### src/rtl/truth_table_sweeper_pkg.sv
// truth_table_pkg: shared definitions for the truth-table sweeper.
//   sweep_state_t : sweep controller states (IDLE, RUN, DONE)
//   depth()       : table depth 2^n for an n-input function
//   step_width()  : counter width able to hold 0..step-1, never below 1 bit
package truth_table_pkg;

  typedef enum logic [1:0] {
    IDLE = 2'd0,
    RUN  = 2'd1,
    DONE = 2'd2
  } sweep_state_t;

  function automatic int depth(input int n);
    return 1 << n;
  endfunction

  function automatic int step_width(input int step);
    return (step <= 1) ? 1 : $clog2(step);
  endfunction

endpackage

### src/rtl/truth_table_sweeper_if.sv
// truth_table_sweeper_if: the sweeper's eval, table-write and sweep signals.
//   in_vec, f                    : eval input vector and registered result
//   tt_we, tt_addr, tt_din       : single truth-table bit write
//   start, abort                 : sweep control
//   busy, out_valid, out_idx,
//   out_f, ones_count, done      : sweep status and sample stream
// master drives the requests (lab logic / bench), slave is the sweeper.
interface truth_table_sweeper_if #(
  parameter int N = 3
) ();

  logic [N-1:0] in_vec;
  logic         f;
  logic         tt_we;
  logic [N-1:0] tt_addr;
  logic         tt_din;
  logic         start;
  logic         abort;
  logic         busy;
  logic         out_valid;
  logic [N-1:0] out_idx;
  logic         out_f;
  logic [N:0]   ones_count;
  logic         done;

  modport master (
    output in_vec, tt_we, tt_addr, tt_din, start, abort,
    input  f, busy, out_valid, out_idx, out_f, ones_count, done
  );

  modport slave (
    input  in_vec, tt_we, tt_addr, tt_din, start, abort,
    output f, busy, out_valid, out_idx, out_f, ones_count, done
  );

endinterface

### src/rtl/truth_table_sweeper_step.sv
// sweep_step_timer: counts the STEP cycles spent on one sweep index.
//   clk, rst : clock, async active-high reset
//   clear    : force the count back to 0 (sweep start)
//   enable   : advance the count, wrapping from STEP-1 to 0
//   first    : count == 0 (sample cycle of the current index)
//   last     : count == STEP-1 (final cycle of the current index)
module sweep_step_timer
  import truth_table_pkg::*;
#(
  parameter int STEP = 1
) (
  input  logic clk,
  input  logic rst,
  input  logic clear,
  input  logic enable,
  output logic first,
  output logic last
);

  localparam int W = step_width(STEP);
  localparam logic [W-1:0] LAST_COUNT = W'(STEP - 1);

  logic [W-1:0] count;

  // The counter wraps on its own at STEP-1 so the controller only has to
  // look at first/last and never does any modulo arithmetic itself.
  always_ff @(posedge clk or posedge rst) begin
    if (rst) begin
      count <= '0;
    end else if (clear) begin
      count <= '0;
    end else if (enable) begin
      if (count == LAST_COUNT) begin
        count <= '0;
      end else begin
        count <= count + W'(1);
      end
    end
  end

  assign first = (count == '0);
  assign last  = (count == LAST_COUNT);

endmodule

### src/rtl/truth_table_sweeper.sv
// truth_table_sweeper: N-input Boolean function held as a writable truth table,
// with a registered eval path and a self-timed sweep of every input vector.
//   clk, rst : clock, async active-high reset (table reloads TT_INIT)
//   bus      : truth_table_sweeper_if slave
//              eval  : in_vec -> f, one cycle latency, in every state
//              write : tt_we/tt_addr/tt_din, honoured only in IDLE
//              sweep : start/abort in; busy, out_valid, out_idx, out_f,
//                      ones_count, done out
module truth_table_sweeper
  import truth_table_pkg::*;
#(
  parameter int                      N       = 3,
  parameter int                      STEP    = 1,
  parameter logic [depth(N)-1:0]     TT_INIT = 8'hBD
) (
  input  logic                  clk,
  input  logic                  rst,
  truth_table_sweeper_if.slave  bus
);

  localparam int DEPTH = depth(N);
  localparam logic [N-1:0] IDX_LAST = N'(DEPTH - 1);

  sweep_state_t      state;
  sweep_state_t      state_next;
  logic [DEPTH-1:0]  tt;
  logic [DEPTH-1:0]  tt_next;
  logic [N-1:0]      idx;
  logic [N:0]        ones_count_r;
  logic              out_f_r;
  logic              f_r;

  logic              step_first;
  logic              step_last;
  logic              timer_clear;
  logic              sweep_start;
  logic              sweep_advance;
  logic              sample_commit;

  sweep_step_timer #(
    .STEP (STEP)
  ) u_step_timer (
    .clk    (clk),
    .rst    (rst),
    .clear  (timer_clear),
    .enable (state == RUN),
    .first  (step_first),
    .last   (step_last)
  );

  // Table write path. Writes are only honoured in IDLE; building the
  // post-write table combinationally lets a start in the same cycle load
  // the first sample from the freshly written table.
  always_comb begin
    tt_next = tt;
    if ((state == IDLE) && bus.tt_we) begin
      tt_next[bus.tt_addr] = bus.tt_din;
    end
  end

  // Sweep controller next-state logic. An abort cuts the current index
  // short, so its sample is not added to ones_count; start takes priority
  // over abort in IDLE simply because IDLE never looks at abort.
  always_comb begin
    state_next    = state;
    timer_clear   = 1'b0;
    sweep_start   = 1'b0;
    sweep_advance = 1'b0;
    sample_commit = 1'b0;
    case (state)
      IDLE: begin
        if (bus.start) begin
          state_next  = RUN;
          timer_clear = 1'b1;
          sweep_start = 1'b1;
        end
      end
      RUN: begin
        if (bus.abort) begin
          state_next = IDLE;
        end else begin
          sample_commit = step_first;
          if (step_last) begin
            if (idx == IDX_LAST) begin
              state_next = DONE;
            end else begin
              sweep_advance = 1'b1;
            end
          end
        end
      end
      DONE: begin
        state_next = IDLE;
      end
      default: begin
        state_next = IDLE;
      end
    endcase
  end

  // State register.
  always_ff @(posedge clk or posedge rst) begin
    if (rst) begin
      state <= IDLE;
    end else begin
      state <= state_next;
    end
  end

  // Truth table storage and the registered eval result. The eval path
  // runs regardless of the sweep so lab logic always sees f one cycle on.
  always_ff @(posedge clk or posedge rst) begin
    if (rst) begin
      tt  <= TT_INIT;
      f_r <= 1'b0;
    end else begin
      tt  <= tt_next;
      f_r <= tt[bus.in_vec];
    end
  end

  // Sweep datapath. out_f is preloaded with the value of the index about to
  // be presented, so out_idx/out_f come straight from registers and simply
  // hold once the sweep leaves RUN.
  always_ff @(posedge clk or posedge rst) begin
    if (rst) begin
      idx          <= '0;
      ones_count_r <= '0;
      out_f_r      <= 1'b0;
    end else if (sweep_start) begin
      idx          <= '0;
      ones_count_r <= '0;
      out_f_r      <= tt_next[0];
    end else begin
      if (sample_commit) begin
        ones_count_r <= ones_count_r + (N+1)'(out_f_r);
      end
      if (sweep_advance) begin
        idx     <= idx + N'(1);
        out_f_r <= tt[idx + N'(1)];
      end
    end
  end

  assign bus.f          = f_r;
  assign bus.busy       = (state != IDLE);
  assign bus.out_valid  = (state == RUN) && step_first;
  assign bus.out_idx    = idx;
  assign bus.out_f      = out_f_r;
  assign bus.ones_count = ones_count_r;
  assign bus.done       = (state == DONE);

endmodule

### src/flat_wrapper.sv
// flat-port wrapper written by rule: the top's interface ports become plain ports
module truth_table_sweeper_flat import truth_table_pkg::*;
#(
  parameter int                      N       = 3,
  parameter int                      STEP    = 1,
  parameter logic [depth(N)-1:0]     TT_INIT = 8'hBD
)
  (clk, rst, bus_in_vec, bus_tt_we, bus_tt_addr, bus_tt_din, bus_start, bus_abort, bus_f, bus_busy, bus_out_valid, bus_out_idx, bus_out_f, bus_ones_count, bus_done);
  truth_table_sweeper_if #(.N(N)) bus_i ();
  input  logic clk;
  input  logic rst;
  input wire logic [$bits(bus_i.in_vec)-1:0] bus_in_vec;
  input wire logic [$bits(bus_i.tt_we)-1:0] bus_tt_we;
  input wire logic [$bits(bus_i.tt_addr)-1:0] bus_tt_addr;
  input wire logic [$bits(bus_i.tt_din)-1:0] bus_tt_din;
  input wire logic [$bits(bus_i.start)-1:0] bus_start;
  input wire logic [$bits(bus_i.abort)-1:0] bus_abort;
  output wire logic [$bits(bus_i.f)-1:0] bus_f;
  output wire logic [$bits(bus_i.busy)-1:0] bus_busy;
  output wire logic [$bits(bus_i.out_valid)-1:0] bus_out_valid;
  output wire logic [$bits(bus_i.out_idx)-1:0] bus_out_idx;
  output wire logic [$bits(bus_i.out_f)-1:0] bus_out_f;
  output wire logic [$bits(bus_i.ones_count)-1:0] bus_ones_count;
  output wire logic [$bits(bus_i.done)-1:0] bus_done;
  assign bus_i.in_vec = bus_in_vec;
  assign bus_i.tt_we = bus_tt_we;
  assign bus_i.tt_addr = bus_tt_addr;
  assign bus_i.tt_din = bus_tt_din;
  assign bus_i.start = bus_start;
  assign bus_i.abort = bus_abort;
  assign bus_f = bus_i.f;
  assign bus_busy = bus_i.busy;
  assign bus_out_valid = bus_i.out_valid;
  assign bus_out_idx = bus_i.out_idx;
  assign bus_out_f = bus_i.out_f;
  assign bus_ones_count = bus_i.ones_count;
  assign bus_done = bus_i.done;
  truth_table_sweeper #(.N(N), .STEP(STEP), .TT_INIT(TT_INIT)) u_core (.clk(clk), .rst(rst), .bus(bus_i));
endmodule
### config.mk
export PLATFORM = sky130hd
export DESIGN_NAME = truth_table_sweeper_flat
export DESIGN_NICKNAME = d
export VERILOG_FILES = /design/src/rtl/truth_table_sweeper_pkg.sv /design/src/rtl/truth_table_sweeper_if.sv /design/src/rtl/truth_table_sweeper_step.sv /design/src/rtl/truth_table_sweeper.sv /design/src/flat_wrapper.sv
export SDC_FILE = /design/constraint.sdc
export NUM_CORES = 1
export LEC_CHECK = 0
export ABC_CLOCK_PERIOD_IN_PS = 2100
export BUFFER_PORTS_ARGS = -buffer_cell sky130_fd_sc_hd__buf_4
export CAP_MARGIN = 20
export CORE_MARGIN = 2
export CORE_UTILIZATION = 51
export DETAILED_ROUTE_END_ITERATION = 10
export PLACE_DENSITY = 0.88
export SETUP_SLACK_MARGIN = 0.02
export SLEW_MARGIN = 20
export SYNTH_ARGS = -nofsm -noshare
export SYNTH_HDL_FRONTEND = slang
export SYNTH_SLANG_ARGS = --single-unit
### constraint.sdc
create_clock -name clk -period 2.1 [get_ports clk]
set_input_delay 0.21 -clock clk [delete_from_list [all_inputs] [get_ports clk]]
set_output_delay 0.21 -clock clk [all_outputs]
set_load 0.05 [all_outputs]
==> metrics, run 1 <==
Seq. cell area 483 um2; worst vdd ir 0.000538 V; Sw Ratio 40.2%; CTS root buf clkbuf_4; XOR/XNOR Fraction of Synth Area 1.76%; Finish-stage setup viols 0; # fillers 139; drt first-iter violations 8; Clk pin slew, worst setup/hold paths 120 ps; vias in the first global route 729; grt ovf 0; Vias 739; logic gate share of total power 44.0%; Worst-Margin Slew 694 ps; drt wl/cell 14.4 um; clk sink count 19; Power Density 1110 mW/mm2; critical path type register to register; adder-cell share of the synthesized area 5.02%; width of the die 48.2 um; post-route ant nets 0; IO Count 24; layout cells sized above 1 45.0%; final net count 128; CP Data Required Time 2300 ps; # Max-Cap Violations 0; Worst Hold Class input pin to async pin; row cnt 15; post-synthesis mux area share 20.6%; Compound-Gate Fraction of Synth Area 3.26%; sequential group share of total power 42.1%; TritonRoute pass-1 iters 4; Area Overhead vs Synth 25.0%; CTS resizes 0; largest net degree at the start of global routing 20; Multi-input gate area 503 um2; CP arrival 2070 ps; NetSw 555 uW; setup TNS 0 ps; CTS buffer count 3; first-pass GRT wire length 3060 um; crit path time final 1870 ps; CTS H-tree lvls 1; HPWL Detailed 1500 um; die area 0.00233 mm2; initial antenna violation count 0; Residual DRC 0; Internal 826 uW; dpl ws 289 ps; CORE AREA 0.00178 mm2; CTS tree built; Fmax 536 MHz; total leakage power 0.596 nW; synth unique cells 24; diode count 0; yosys warns 0; Slew Limit Fails 0; Syn Std Cell Area 997 um2; most frequent cells in the layout 25 x buf_4, 13 x nand2_1, 13 x dfrtp_1; Longest Clk Path Bufs 2; total global-route track usage 19.5%; #FFs+latches synth 19; synthesized instance count 82; count of final hold-check violations 0; DIE HEIGHT 48.2 um; status finished, final reports clean; area share of and/or/nand/nor cells after synthesis 19.8%; vias per std cell 5.43; Avg Cell Area, Syn 12.2 um2; global placement routability congestion 0.806; hold buffers post-CTS 0; startpoint types register; DRT Wirelength 1950 um; Crit. End Element register; clk_lat worst skew 300 ps; post-CTS setup buffer count 0; clock skew 9.16 ps; CP max FO 6; Seq/Total Area, Yosys 48.4%; post-route worst setup slack 234 ps; largest family of logic cells by synthesized area multiplexers; Buffers on Ports 23; share of total power in the clock network 13.9%; Initial Utilization 55.9%; commonest non-fill, non-tap cell in the layout buf_4; RSZ-0062 raised after global routing no; syn nets 98; final period utilization 88.8%; Slew HR 53.7%
[logic make-up (layout without fill, tap and decap cells)]
group | Yosys count | count (layout)
simple gates | 36 | 36
flops | 19 | 19
mux | 14 | 14
fa+ha+maj | 4 | 4
compound gates | 4 | 4
buf+inv | 3 | 32
xor+xnor | 2 | 2
[path summary, 6_finish.rpt]
| path | startpoint | to | slack [ps] | cells past startpoint |
|---|---|---|---|---|
| hold reg to reg | u_core.bus.out_idx[1] | u_core.bus.out_idx[1] | 550 | 2 |
| min in group clk | bus_in_vec[2] | u_core.bus.f | 150 | 2 |
| hold / removal | rst | u_core.tt[1] | 0.4 | 2 |
| setup reg to reg | u_core.bus.out_idx[0] | u_core.bus.out_f | 230 | 5 |
| max in group asynchronous | rst | u_core.bus.f | 1650 | 2 |
| setup / recovery | u_core.bus.out_idx[0] | u_core.bus.out_f | 230 | 5 |
[flip-flops by register name (all words and copies together), names as in the netlist]
register	flops
u_core.bus.f	1
u_core.bus.ones_count	4
u_core.bus.out_idx	3
u_core.state	2
u_core.bus.out_f	1
u_core.tt	8
[per-layer routing]
metal,wire length [um],GRT usage [%]
met4,33,7.03
met2,1030,36.3
met3,92,3.70
met1,800,21.9
met5,0,0
[synthesized netlist by cell type]
library cell / number / area, um2
dfrtp_1: 13 / 325
nand2_1: 13 / 48.8
mux2_2: 8 / 90.1
nor2_1: 7 / 26.3
dfstp_2: 6 / 158
ha_1: 4 / 50.1
mux4_2: 4 / 90.1
nand3_1: 4 / 20.0
nor2b_1: 4 / 25.0
inv_1: 3 / 11.3
a22o_1: 2 / 17.5
xor2_1: 2 / 17.5
a221o_1: 1 / 10.0
and2_1: 1 / 6.26
and3_1: 1 / 6.26
mux2_4: 1 / 15.0
mux2i_1: 1 / 10.0
nand2b_1: 1 / 6.26
nand4_1: 1 / 6.26
nor3b_1: 1 / 7.51
nor3b_2: 1 / 12.5
nor4b_1: 1 / 8.76
nor4b_4: 1 / 23.8
o21ai_0: 1 / 5.00
[area by class of cell]
type,count,area share [%]
clock buffer,3,1.81
clock inverter,1,0.602
multi-input combinational,60,40.4
sequential,19,38.8
timing repair buffer,25,15.1
inverter,3,0.904
tap,25,2.51
[stage by stage]
| stage | power (mW) | instances | utilization (%) | area, um2 | hold WS (ps) |
|---|---|---|---|---|---|
| after detailed placement | 1.19 | 132 | 68.2 | 1220 | 364 |
| after CTS | 1.38 | 136 | 69.9 | 1250 | 23.3 |
| after global placement | 1.17 | 132 | 68.2 | 1220 | 362 |
| final | 1.38 | 136 | 69.9 | 1250 | 0.360 |
| after global routing | 1.45 | 136 | 69.9 | 1250 | 69.2 |
| after floorplan | 1.00 | 82 | - | 997 | 157 |
[critical path, stage by stage, from the launching register on]
cell and delay [ps]:
dfrtp_1 480, ha_1 230, ha_1 200, nor4b_1 330
nor2_1 140, a221o_1 370
[power by group through the flow]
| stage | Clock (mW) | Sequential (mW) | Combinational [mW] |
|---|---|---|---|
| 2_1_floorplan | 0 | 0.730 | 0.273 |
| 3_3_place_gp | 0 | 0.579 | 0.589 |
| 3_5_place_dp | 0 | 0.583 | 0.602 |
| 4_1_cts | 0.195 | 0.578 | 0.611 |
| 5_1_grt | 0.204 | 0.595 | 0.654 |
| 6_report | 0.192 | 0.581 | 0.608 |
Power figures use the tool's default switching activity.
==> run 2, diff against run 1 <==
- ABC_AREA: default -> 1
- CORE_MARGIN: 2 -> default
- CORE_UTILIZATION: 51 -> 53
- PLACE_DENSITY: 0.88 -> 0.78
==> run 2 against run 1 <==
  * Flip-flop and latch count unchanged
  * Die area down 2.4%
  * Worst hold slack better by 10 ps
  * Total power up 16%
  * Critical endpoint is now bus_busy
==> metrics, run 2 <==
startpoint types register (unchanged); global placement routability congestion 0.871 (was 0.806); Slew Limit Fails 0 (unchanged); critical path type register to primary output (was register to register); syn nets 152 (was 98); commonest non-fill, non-tap cell in the layout nand2_1 (was buf_4); share of synthesized registers carrying an async set or reset 100% (unchanged); CTS tree built (unchanged); Vias 985 (was 739); drt first-iter violations 24 (was 8); Power Density 1200 mW/mm2 (was 1110 mW/mm2); ys flop type dfrtp_1 (unchanged); CTS buffer count 3 (unchanged); vias in the first global route 803 (was 729); CTS H-tree lvls 1 (unchanged); CP max FO 5 (was 6); Area Overhead vs Synth 20.6% (was 25.0%); crit path time final 1470 ps (was 1870 ps); Residual DRC 0 (unchanged); worst vdd ir 0.000594 V (was 0.000538 V); diode count 0 (unchanged); Worst-Margin Slew 726 ps (was 694 ps); first-pass GRT wire length 3480 um (was 3060 um); CTS resizes 0 (unchanged); CORE AREA 0.00196 mm2 (was 0.00178 mm2); Worst Hold Class input pin to async pin (unchanged); DRT Wirelength 2210 um (was 1950 um); clk_lat worst skew 300 ps (about the same); drt wl/cell 11.7 um (was 14.4 um); clock skew 6.87 ps (was 9.16 ps); status finished, final reports clean (unchanged); Post-synth top cells 30 x nand2_1, 18 x inv_1, 15 x nand3_1 (was 13 x dfrtp_1, 13 x nand2_1, 8 x mux2_2); Fmax 678 MHz (was 536 MHz); DIE HEIGHT 47.6 um (was 48.2 um); die area 0.00227 mm2 (was 0.00233 mm2); Avg Cell Area, Syn 8.11 um2 (was 12.2 um2); CP arrival 1260 ps (was 2070 ps); synth top area cells dfrtp_1 29%, dfstp_2 14%, nand2_1 10%, nand3_1 6.8%, inv_1 6.1% (was dfrtp_1 33%, dfstp_2 16%, mux2_2 9.0%, mux4_2 9.0%, ha_1 5.0%); final std cells w/o fill 189 (was 136); synth unique cells 26 (was 24); post-route ant nets 0 (unchanged); Synth area leader dfrtp_1 (unchanged); grt ovf 0 (unchanged); post-CTS setup buffer count 0 (unchanged); cell with the most instances after synthesis nand2_1; hold buffers post-CTS 0 (unchanged); CP Data Required Time 1890 ps (was 2300 ps); setup TNS 0 ps (unchanged); Hold Slack 10.5 ps (was 0.360 ps); IO Count 24 (unchanged); vias per std cell 5.21 (was 5.43); total global-route track usage 22.6% (was 19.5%); max reg flops 8 (unchanged); HPWL Detailed 1720 um (was 1500 um); count of final hold-check violations 0 (unchanged); # placed instances 185 (was 132); Buffers on Ports 23 (unchanged); Slew HR 51.6% (was 53.7%); clk sink count 19 (unchanged); Largest Register u_core.tt (unchanged); row cnt 16 (was 15); #FFs+latches synth 19 (unchanged); number of synthesized flops with an enable pin 0 (unchanged); Clk pin slew, worst setup/hold paths 110 ps (was 120 ps); share of the synthesized area in the top cell type 29.5% (was 32.6%); Syn Std Cell Area 0.00110 mm2 (was 997 um2); final period utilization 70.2% (was 88.8%); Finish-stage setup viols 0 (unchanged); initial antenna violation count 0 (unchanged); Crit. End Element primary output (was register); most frequent cells in the layout 30 x nand2_1, 23 x buf_4, 18 x inv_1 (was 25 x buf_4, 13 x nand2_1, 13 x dfrtp_1); Longest Clk Path Bufs 2 (unchanged); width of the die 47.6 um (was 48.2 um); yosys warns 0 (unchanged); TritonRoute pass-1 iters 4 (unchanged); Initial Utilization 56.2% (was 55.9%); fin util 67.9% (was 69.9%); # Max-Cap Violations 0 (unchanged); layout cells sized above 1 29.6% (was 45.0%); largest net degree at the start of global routing 20 (unchanged); synthesized instance count 136 (was 82); total leakage power 0.688 nW (was 0.596 nW); final net count 179 (was 128); CTS root buf clkbuf_4 (unchanged); RSZ-0062 raised after global routing no (unchanged); Seq/Total Area, Yosys 43.8% (was 48.4%)
[run 2: cell count changes in the layout (fill, tap and decap cells not counted), moves of 3 or more]
cell | before | now
a21oi_1 | 0 | 7
inv_1 | 3 | 18
inv_2 | 0 | 3
mux2_2 | 8 | 0
mux4_2 | 4 | 0
nand2_1 | 13 | 30
nand3_1 | 4 | 15
nand3_2 | 0 | 3
nor2b_1 | 4 | 0
o21ai_0 | 1 | 4
o21ai_1 | 0 | 8
[run 2: area by class of cell]
class                      count  area, um2
multi-input combinational     93        528
sequential                    19        483
fill                         179        631
clock buffer                   4       26.3
timing repair buffer          23        173
tap                           27       33.8
inverter                      23       87.6
[run 2: metrics by stage]
step                      area (um2)  total power [mW]  setup WS (ps)
after floorplan                 1100              1.19            580
after global placement          1310              1.39            719
after detailed placement        1310              1.42            655
after CTS                       1330              1.61            618
after global routing            1330              1.74            486
final                           1330              1.60            625
[run 2: report_power, final]
part / total (mW) / internal, mW / switching [mW]
Clock: 0.192 / 0.0741 / 0.118
Combinational: 0.796 / 0.266 / 0.530
Sequential: 0.616 / 0.501 / 0.114
[run 2: kinds of logic after synthesis]
logic type	after synthesis	synth area share (%)
and+or+nand+nor	68	33.3
DFF	19	43.8
AOI/OAI and AO/OA	21	9.98
adders and majority gates	4	4.54
buffers and inverters	24	8.39
[run 2: final timing paths]
path	startpoint	end	slack, ps	depth (start not counted)
worst max-delay path	u_core.state[0]	bus_busy	630	3
worst min-delay path	rst	u_core.bus.f	10	2
worst max register to register	u_core.bus.out_idx[0]	u_core.bus.out_idx[0]	630	6
worst min register to register	u_core.tt[7]	u_core.tt[7]	490	2
max in group asynchronous	rst	u_core.state[1]	1620	2
min in group clk	bus_in_vec[2]	u_core.bus.f	110	3
[run 2: metal layers]
layer | GRT usage (%) | routed length (um) | vias up
met5 | 0 | 0 | -
li1 | - | - | 492
met4 | 8.33 | 47 | 0
met1 | 27.9 | 1000 | 459
met2 | 38.9 | 1060 | 27
met3 | 4.53 | 103 | 7
[run 2: worst max-delay path, cell delays in order (launching register included)]
cell	delay (ps)
dfrtp_1	430
nor2_2	270
inv_1	80
buf_4	190
==> run 3, diff against run 2 <==
- ABC_CLOCK_PERIOD_IN_PS: 2100 -> 1230
- CORE_UTILIZATION: 53 -> 47
- PLACE_DENSITY: 0.78 -> 0.73
- clock period: 2.1 -> 1.23 ns (I/O delays scaled with it)
==> run 3 against run 2 <==
  * The run now ends with setup timing left
  * Routed wire length up 9.4%
  * Combinational power rose by 120%
  * Critical path depth unchanged
  * Core utilization up 3.0 points
  * Worst setup slack got worse by 660 ps
  * Cell count up 5.8%
  * Register-to-register slack got worse by 650 ps
  * Clock power grew 62%
  * Sequential share of layout area fell by 4.9 points
  * Largest power group unchanged
==> metrics, run 3 (synthesis results as in run 2) <==
logic gate share of total power 56.5% (was 49.6%); row cnt 17 (was 16); final period utilization 103%; RSZ-0062 raised after global routing yes (was no); # Max-Cap Violations 0 (unchanged); Finish-stage setup viols 4 (was 0); Buffers on Ports 23 (unchanged); Worst R2R Path Depth 7 (was 6); Multi-input gate area 638 um2 (was 528 um2); worst vdd ir 0.00131 V (was 0.000594 V); width of the die 50.5 um (was 47.6 um); post-route ant nets 0 (unchanged); crit path time final 1270 ps; Clk pin slew, worst setup/hold paths 110 ps (about the same); global placement routability congestion 0.877 (was 0.871); clk sink count 19 (unchanged); end of the critical path bus_busy (unchanged); count of final hold-check violations 0 (unchanged); reg2reg setup slack -20 ps (was 630 ps); CP max FO 5 (unchanged); share of total power in the clock network 10.0% (was 12.0%); WP depth 3 (unchanged); CP peak stage delay 460 ps (was 430 ps); CP Data Required Time 1110 ps (was 1890 ps); Initial Utilization 49.9% (was 56.2%); Residual DRC 0 (unchanged); critical path type register to primary output (unchanged); Fmax 788 MHz; # placed instances 189 (was 185); WP buf/inv 2 (unchanged); Slew HR 83.4% (was 51.6%); Slew Limit Fails 0 (unchanged); top sig layer met4 (unchanged); Total Power 3.14 mW (was 1.60 mW); die area 0.00255 mm2 (was 0.00227 mm2); Vias 1007 (was 985); final std cells w/o fill 200 (was 189); Crit path max-delay family flip-flops (unchanged); crit-path cells nor2_4 > inv_2 > buf_6 (was nor2_2 > inv_1 > buf_4); clock skew 2.90 ps (was 6.87 ps); clk_lat worst skew 290 ps (was 300 ps); Crit. End Element primary output (unchanged); reg2reg start u_core.state[0] (was u_core.bus.out_idx[0]); DRT Wirelength 2420 um (was 2210 um); Largest Register u_core.tt (unchanged); Longest Clk Path Bufs 2 (unchanged); largest net degree at the start of global routing 20 (unchanged); Crit-path slowest cell dfrtp_2 (was dfrtp_1); Met2 Routed Length 1310 um (was 1060 um); Seq. cell area 492 um2 (was 483 um2); vias in the first global route 930 (was 803); Area Overhead vs Synth 41.9% (was 20.6%); commonest non-fill, non-tap cell in the layout nand2_1 (unchanged); CTS buffer count 3 (unchanged); worst reg2reg path endpoint u_core.tt[3] (was u_core.bus.out_idx[0]); sequential group share of total power 33.5% (was 38.4%); Critical Path Source u_core.state[0] (unchanged); status complete, but fails checks (was finished, final reports clean); Sw Ratio 45.5% (was 47.5%); met3 WL 53 um (was 103 um); post-route worst setup slack -39.4 ps (was 625 ps); CTS root buf clkbuf_4 (unchanged); M1 WL 1030 um (was 1000 um); grt ovf 0 (unchanged); layout cells sized above 1 46.5% (was 29.6%); Worst Hold Class input pin to register (was input pin to async pin); CP arrival 1150 ps (was 1260 ps); DIE HEIGHT 50.5 um (was 47.6 um); HPWL Detailed 1790 um (was 1720 um); most frequent cells in the layout 29 x nand2_1, 25 x buf_4, 15 x inv_1 (was 30 x nand2_1, 23 x buf_4, 18 x inv_1); first-pass GRT wire length 3860 um (was 3480 um); TritonRoute pass-1 iters 4 (unchanged); CTS tree built (unchanged); # fillers 184 (was 179); diode count 0 (unchanged); IO Count 24 (unchanged); NetSw 1.43 mW (was 762 uW); failing checks setup timing; drt wl/cell 12.1 um (was 11.7 um); drt first-iter violations 10 (was 24); final net count 189 (was 179); Power Density 2000 mW/mm2 (was 1200 mW/mm2); initial antenna violation count 0 (unchanged); CORE AREA 0.00221 mm2 (was 0.00196 mm2); total leakage power 0.747 nW (was 0.688 nW); total global-route track usage 20.2% (was 22.6%); startpoint types register (unchanged); Internal 1.71 mW (was 842 uW); vias per std cell 5.04 (was 5.21); Worst-Margin Slew 248 ps (was 726 ps); CTS H-tree lvls 1 (unchanged); max reg flops 8 (unchanged)
## run 3: changes by cell type in the layout (fill, tap and decap cells not counted), sizes merged
cell,before,now
buf,23,32
clkinv,2,1
dlygate4sd3,0,1
inv,21,22
## run 3: worst reg2reg max path: stages, from the launching register on
cell and delay (ps):
dfrtp_2 460, nor2_4 200, buf_6 130, nand3_4 80
inv_4 90, nand3_4 80, nor2_4 120, a21oi_2 40
## run 3: repair_timing
action,4_1_cts,5_1_grt
endpoints found under the hold margin,13,0
endpoints found under the setup margin,16,17
hold buffers,1,0
setup buffers,3,3
pin swaps,3,4
gates resized for setup,9,27
## run 3: how the worst min path moves through the flow
stage	slack [ps]	start	cells after the start	to
floorplan	70	rst	1	u_core.bus.f
global placement	160	rst	3	u_core.bus.ones_count[2]
detailed placement	170	rst	3	u_core.bus.ones_count[2]
CTS	40	bus_in_vec[2]	3	u_core.bus.f
global route	50	bus_in_vec[2]	3	u_core.bus.f
finish	40	bus_in_vec[2]	3	u_core.bus.f
## run 3: layout make-up
class                   count  share of cell area [%]
multi-input cells          93                    40.7
flip-flops and latches     19                    31.4
repair buffers             33                    17.7
inverters                  23                    6.31
well taps                  28                    2.24
clock buffers               4                    1.68
## run 3: power by group through the flow
stage | clock (mW) | sequential [mW] | combinational (mW)
CTS | 0.320 | 1.02 | 1.64
global route | 0.347 | 1.07 | 1.92
detailed placement | 0 | 1.04 | 1.53
floorplan | 0 | 1.38 | 0.744
finish | 0.312 | 1.05 | 1.77
global placement | 0 | 1.04 | 1.49
## run 3: metrics by stage
stage | hold WS (ps) | setup slack (ps) | instance area [um2] | util, % | TNS, ps
final | 43.9 | -39.4 | 1570 | 70.8 | -89.0
after floorplan | 69.3 | -66.1 | 1140 | - | -295
after detailed placement | 168 | -55.7 | 1360 | 61.6 | -59.4
after global routing | 49.4 | -89.1 | 1570 | 70.8 | -532
after global placement | 163 | -8.60 | 1360 | 61.6 | -8.60
after CTS | 41.8 | -45.7 | 1450 | 65.4 | -139
## run 3: metal layers
metal | vias up | global-route usage (%)
li1 | 515 | -
met1 | 473 | 23.4
met2 | 17 | 38.2
met3 | 2 | 1.82
met4 | 0 | 6.94
met5 | - | 0
